<file path="src/rtl/st_accum_lvl2.sv">
// st_accum_lvl2: aligns four level-1 lane results per beat to their largest exponent,
// accumulates a block of beats with exponent tracking and saturation, and presents the partial.
module st_accum_lvl2 #(
    parameter int ACC_W = 24
) (
    input  logic             clk,
    input  logic             rst_n,
    input  logic [1:0]       prec_mode,
    input  logic [7:0]       acc_len,
    input  logic             in_valid,
    output logic             in_ready,
    input  logic [9:0]       mant0,
    input  logic [9:0]       mant1,
    input  logic [9:0]       mant2,
    input  logic [9:0]       mant3,
    input  logic [5:0]       exp0,
    input  logic [5:0]       exp1,
    input  logic [5:0]       exp2,
    input  logic [5:0]       exp3,
    input  logic             sign0,
    input  logic             sign1,
    input  logic             sign2,
    input  logic             sign3,
    output logic             out_valid,
    input  logic             out_ready,
    output logic [ACC_W-2:0] out_mant,
    output logic [5:0]       out_exp,
    output logic             out_sign,
    output logic             out_ovf
);
    localparam logic [1:0] ST_ACC   = 2'd0;
    localparam logic [1:0] ST_FLUSH = 2'd1;
    localparam logic [1:0] ST_OUT   = 2'd2;
    localparam logic [6:0] SH_LIM   = 7'(ACC_W);
    localparam logic signed [ACC_W:0] SAT_POS = {2'b00, {(ACC_W-1){1'b1}}};
    localparam logic signed [ACC_W:0] SAT_NEG = -SAT_POS;

    logic [1:0]              state_q;
    logic [7:0]              cnt_q, len_q;
    logic                    s1_valid_q, s1_first_q;
    logic signed [12:0]      s1_bsum_q;
    logic [5:0]              s1_exp_q;
    logic signed [ACC_W-1:0] acc_q;
    logic [5:0]              acc_exp_q;
    logic                    ovf_q;
    logic                    out_valid_q, out_sign_q;
    logic [ACC_W-2:0]        out_mant_q;
    logic [5:0]              out_exp_q;

    logic [9:0] lane_mant [4];
    logic [5:0] lane_exp  [4];
    logic       lane_sign [4];

    always_comb begin
        lane_mant = '{mant0, mant1, mant2, mant3};
        lane_sign = '{sign0, sign1, sign2, sign3};
        if (prec_mode == 2'b11) lane_exp = '{6'd0, 6'd0, 6'd0, 6'd0};
        else                    lane_exp = '{exp0, exp1, exp2, exp3};
    end

    logic [5:0]         emax, d;
    logic signed [10:0] v, al;
    logic signed [12:0] bsum_d;

    always_comb begin
        emax = '0;
        for (int unsigned i = 0; i < 4; i++)
            if (lane_exp[i] > emax) emax = lane_exp[i];
        bsum_d = '0;
        d      = '0;
        v      = '0;
        al     = '0;
        for (int unsigned i = 0; i < 4; i++) begin
            d = emax - lane_exp[i];
            v = lane_sign[i] ? -$signed({1'b0, lane_mant[i]}) : $signed({1'b0, lane_mant[i]});
            if (d >= 6'd11) al = {11{v[10]}};
            else            al = v >>> d;
            bsum_d = bsum_d + {{2{al[10]}}, al};
        end
    end

    logic                    hs, last_beat;
    logic [7:0]              len_in, cur_len;

    assign in_ready  = rst_n && (state_q == ST_ACC);
    assign hs        = in_valid && in_ready;
    assign len_in    = (acc_len == 8'd0) ? 8'd1 : acc_len;
    assign cur_len   = (cnt_q == 8'd0) ? len_in : len_q;
    assign last_beat = hs && (cnt_q == cur_len - 8'd1);

    logic signed [ACC_W-1:0] bs_ext, a_op, b_op, acc_nx;
    logic signed [ACC_W:0]   sum;
    logic [5:0]              exp_nx, sh;
    logic                    sat;
    logic [ACC_W-2:0]        mag_nx;

    // The operand with the smaller exponent is shifted down; shifts past the width give sign fill.
    always_comb begin
        bs_ext = {{(ACC_W-13){s1_bsum_q[12]}}, s1_bsum_q};
        sh     = '0;
        a_op   = acc_q;
        b_op   = bs_ext;
        exp_nx = acc_exp_q;
        if (s1_first_q) begin
            a_op   = '0;
            exp_nx = s1_exp_q;
        end else if (s1_exp_q > acc_exp_q) begin
            sh     = s1_exp_q - acc_exp_q;
            exp_nx = s1_exp_q;
            if ({1'b0, sh} >= SH_LIM) a_op = {ACC_W{acc_q[ACC_W-1]}};
            else                      a_op = acc_q >>> sh;
        end else begin
            sh = acc_exp_q - s1_exp_q;
            if ({1'b0, sh} >= SH_LIM) b_op = {ACC_W{bs_ext[ACC_W-1]}};
            else                      b_op = bs_ext >>> sh;
        end
        sum    = {a_op[ACC_W-1], a_op} + {b_op[ACC_W-1], b_op};
        sat    = 1'b0;
        acc_nx = sum[ACC_W-1:0];
        if (sum > SAT_POS) begin
            acc_nx = SAT_POS[ACC_W-1:0];
            sat    = 1'b1;
        end else if (sum < SAT_NEG) begin
            acc_nx = SAT_NEG[ACC_W-1:0];
            sat    = 1'b1;
        end
        mag_nx = acc_nx[ACC_W-1] ? (ACC_W-1)'(-acc_nx) : acc_nx[ACC_W-2:0];
    end

    always_ff @(posedge clk) begin
        if (!rst_n) begin
            state_q     <= ST_ACC;
            cnt_q       <= '0;
            len_q       <= 8'd1;
            s1_valid_q  <= 1'b0;
            s1_first_q  <= 1'b0;
            s1_bsum_q   <= '0;
            s1_exp_q    <= '0;
            acc_q       <= '0;
            acc_exp_q   <= '0;
            ovf_q       <= 1'b0;
            out_valid_q <= 1'b0;
            out_mant_q  <= '0;
            out_exp_q   <= '0;
            out_sign_q  <= 1'b0;
        end else begin
            s1_valid_q <= hs;
            if (hs) begin
                s1_bsum_q  <= bsum_d;
                s1_exp_q   <= emax;
                s1_first_q <= (cnt_q == 8'd0);
                cnt_q      <= last_beat ? 8'd0 : cnt_q + 8'd1;
                if (cnt_q == 8'd0) len_q <= len_in;
            end
            if (s1_valid_q) begin
                acc_q     <= acc_nx;
                acc_exp_q <= exp_nx;
                if (sat) ovf_q <= 1'b1;
            end
            case (state_q)
                ST_ACC: if (last_beat) state_q <= ST_FLUSH;
                ST_FLUSH: begin
                    // Output registers capture the accumulator including the final beat.
                    state_q     <= ST_OUT;
                    out_valid_q <= 1'b1;
                    out_mant_q  <= mag_nx;
                    out_exp_q   <= exp_nx;
                    out_sign_q  <= acc_nx[ACC_W-1];
                end
                ST_OUT: if (out_ready) begin
                    state_q     <= ST_ACC;
                    out_valid_q <= 1'b0;
                    acc_q       <= '0;
                    acc_exp_q   <= '0;
                    cnt_q       <= '0;
                    ovf_q       <= 1'b0;
                end
                default: state_q <= ST_ACC;
            endcase
        end
    end

    assign out_valid = out_valid_q;
    assign out_mant  = out_mant_q;
    assign out_exp   = out_exp_q;
    assign out_sign  = out_sign_q;
    assign out_ovf   = ovf_q;
endmodule

</file>
<file path="config.mk">
export PLATFORM = sky130hd
export DESIGN_NAME = st_accum_lvl2
export DESIGN_NICKNAME = d
export VERILOG_FILES = /design/src/rtl/st_accum_lvl2.sv
export SDC_FILE = /design/constraint.sdc
export NUM_CORES = 1
export LEC_CHECK = 0
export CAP_MARGIN = 20
export CORE_MARGIN = 2
export CORE_UTILIZATION = 61
export CTS_CLUSTER_SIZE = 40
export DETAILED_ROUTE_END_ITERATION = 8
export GPL_TIMING_DRIVEN = 0
export PLACE_DENSITY_LB_ADDON = 0.3
export SLEW_MARGIN = 10
export SYNTH_ARGS = -nofsm -noshare
export SYNTH_HDL_FRONTEND = slang
export SYNTH_SLANG_ARGS = --single-unit
</file>
<file path="constraint.sdc">
create_clock -name clk -period 14.64 [get_ports clk]
set_clock_uncertainty 0.1 [all_clocks]
set_input_delay 1.464 -clock clk [delete_from_list [all_inputs] [get_ports clk]]
set_output_delay 1.464 -clock clk [all_outputs]
set_load 0.005 [all_outputs]
</file>
==> impl_metrics.json <==
{
  "setup.worst_path.start": "prec_mode[0]",
  "pwr_density_cell_nw_per_um2": 247.5,
  "fp.dieH_um": 159.3,
  "async_reset_ff_share_pct": 0,
  "globalplace.congestion": 0.9993,
  "crit_path_frequent_cell": "a21oi_1",
  "overflow": 0,
  "timing.hold.ws_ps": 368.4,
  "post-route-drc-count": 0,
  "drv_slew": 0,
  "synthesis.yosys.warnings": 0,
  "cts_num_sinks": 101,
  "post_layout_nonfiller_instances": 2511,
  "stage_delay_of_the_slowest_cell_on_the_critical_path_ps": 540,
  "power.switching_fraction_pct": 56.50,
  "clock_tree.htree_level_count": 3,
  "cts_buffers": 9,
  "via_count": 16195,
  "ys_dominant_reg_cell": "dfxtp_1",
  "dp.cells": 2494,
  "initialDrtViolationCount": 1813,
  "drtAntennaViolNets": 0,
  "cts-hold-fix-buffers": 0,
  "worst_setup_hold_path_clk_slew_ps": 90,
  "endpoint_kind": "flop",
  "critPathMaxFanout": 10,
  "final_common_cell": "nand2_1",
  "reg_to_reg_start": "s1_exp_q[0]",
  "hpwlAfterDp_mm": 39.12,
  "area.sequential_sq_um": 2022,
  "max-clock-path-buffers": 2,
  "number_of_diodes_added_for_antenna_fixing": 0,
  "synth_sequential_area_ratio_pct": 13.75,
  "ys_seq_elements": 101,
  "antenna_found_initial": 0,
  "ios": 115,
  "seq_power_share_pct": 8.1,
  "maximum_number_of_pins_on_one_net_before_global_route_repair": 22,
  "worstSetupPathType": "in2reg",
  "syn-cell-area_sq_um": 14700,
  "post_synth_inst_count": 2064,
  "run_status": "completed",
  "cellInternalPower_uw": 1789,
  "finalCritPeriodShare_pct": 96.14,
  "die_width_um": 159.3,
  "root_buffer": "clkbuf_16",
  "wire_length_of_the_first_global_routing_pass_mm": 77.73,
  "relSlewSlack_pct": 22.92,
  "detail_route.first_pass.iterations": 8,
  "drt-vias-per-instance": 6.450,
  "die_area_sq_um": 25360,
  "floorplan.initialDensity_pct": 62.46,
  "synth_edf_count": 0,
  "finalNetCount": 2388,
  "worstMarginPinSlew_ps": 1144,
  "layout_common_cells": "285 x nand2_1, 191 x a21oi_1, 181 x nor2_1",
  "critical_path_source_type": "input port",
  "route.detailed.wl_per_inst_um": 19.59,
  "net-switching-power_uw": 2324,
  "layout.filler_cells": 2051,
  "clkLatencyLatePin_ps": 380,
  "buffers_added_on_ports": 110,
  "power.share.combinational_pct": 85.6,
  "finalWorstPathRequiredPeriod_ps": 14080,
  "number_of_global_route_vias_before_repair": 14995,
  "irDropWorstVdd_v": 0.0002439,
  "synth_cell_type_count": 92,
  "cts_tree": "built",
  "syn_nets": 2265,
  "hp-start": "len_q[1]",
  "worstHoldPathType": "reg2reg",
  "clock.fmax_mhz": 71.05,
  "worst_path_max_delay_cell": "clkdlybuf4s50_1",
  "leakage_uw": 0.006888,
  "core_sq_um": 23540,
  "critPathArrivalTime_ps": 14260,
  "clkPwrFrac_pct": 6.3,
  "grt_usage_pct": 37.17,
  "multi_input_comb_area_sq_um": 11860,
  "fin_hold_viols": 0,
  "timing.final.setup_violations": 0,
  "postSynthAreaPerCell_sq_um": 7.124,
  "area_delta_synth_final_pct": 13.04,
  "drive_above_1_share_pct": 5.338,
  "wirelength_mm": 49.18,
  "floorplan.rows": 56,
  "max-cap-violations": 0,
  "required_time_of_the_critical_path_ps": 14830
}
-- worst paths after layout --
path | slack, ps | endpoint | depth (start not counted)
min reg2reg | 370 | len_q[1] | 2
min | 370 | len_q[1] | 2
max | 560 | s1_bsum_q[11] | 57
max reg2reg | 4530 | out_mant[20] | 37
-- flip-flops by register name, summed over array words and instances, names as in the netlist --
signal / cells
acc_exp_q: 6
acc_q: 24
cnt_q: 8
len_q: 8
out_exp: 6
out_mant: 23
out_ovf: 1
out_sign: 1
out_valid: 1
s1_bsum_q: 13
s1_exp_q: 6
s1_first_q: 1
s1_valid_q: 1
state_q: 2
-- area by class of cell --
class | count | share of cell area (%)
multi-input cells | 1733 | 71.34
clock inverters | 7 | 0.5495
repair buffers | 112 | 6.790
plain buffers | 115 | 2.808
flip-flops and latches | 101 | 12.16
inverters | 115 | 2.597
clock buffers | 9 | 1.355
well taps | 319 | 2.401
-- logic make-up after synthesis --
group / share of synthesized area [%]
AOI/OAI and AO/OA: 27.94
xor gates and xnor gates: 7.148
adders and majority gates: 11.93
buffers and inverters: 6.084
DFF: 13.75
muxes: 10.53
and+or+nand+nor: 22.61
-- routing by layer --
layer	GRT usage [%]	share of wire, %
met5	0	0
met1	48.17	41
met4	15.74	4.1
met3	5.366	8.9
met2	61.98	46
-- per-stage QoR --
stage	TNS (ps)	cell area (sq um)	worst slack [ps]	util [%]	power, uW
4_1_cts	0	16580	99.62	70.43	3986
3_3_place_gp	-4140	16200	-931.6	68.83	3582
6_report	0	16620	564.6	70.60	4114
2_1_floorplan	0	14700	1943	-	2913
5_1_grt	-94.77	16620	-94.77	70.60	4435
3_5_place_dp	-5854	16220	-1181	68.89	3673
-- critical path: cells and delay by family --
| kind | cells | cell delay, ps |
|---|---|---|
| adders and majority gates | 8 | 2910 |
| xor gates and xnor gates | 3 | 550 |
| and+or+nand+nor | 13 | 2150 |
| AOI/OAI and AO/OA | 22 | 4190 |
| buffers and inverters | 8 | 1830 |
| muxes | 3 | 1140 |
-- cells in the mapped netlist (30+ instances only) --
| master | instances | area (sq um) |
|---|---|---|
| o21ai_0 | 143 | 715.7 |
| mux2i_1 | 94 | 940.9 |
| a21oi_1 | 192 | 960.9 |
| nand2_1 | 286 | 1074 |
| clkbuf_1 | 94 | 352.8 |
| a21o_1 | 30 | 225.2 |
| nand3_1 | 53 | 265.3 |
| inv_1 | 108 | 405.4 |
| a211oi_1 | 38 | 285.3 |
| xnor2_1 | 57 | 499.2 |
| fa_1 | 30 | 600.6 |
| dfxtp_1 | 101 | 2022 |
| nor2_1 | 182 | 683.2 |
| nor3_1 | 35 | 175.2 |
| xor2_1 | 51 | 446.7 |
| ha_1 | 89 | 1114 |
-- power by group through the flow --
stage	clock, uW	sequential, uW	combinational [uW]
after global placement	0	338	3240
after global routing	267	337	3830
after detailed placement	0	339	3330
after CTS	257	332	3400
final	258	335	3520
after floorplan	0	326	2590
-- repair_timing --
item,in CTS,in global routing
resized for setup,5,14
pin swaps,1,1
endpoints found under the setup margin,6,8
setup buffers,1,0
(Power assumes the default switching activity.)
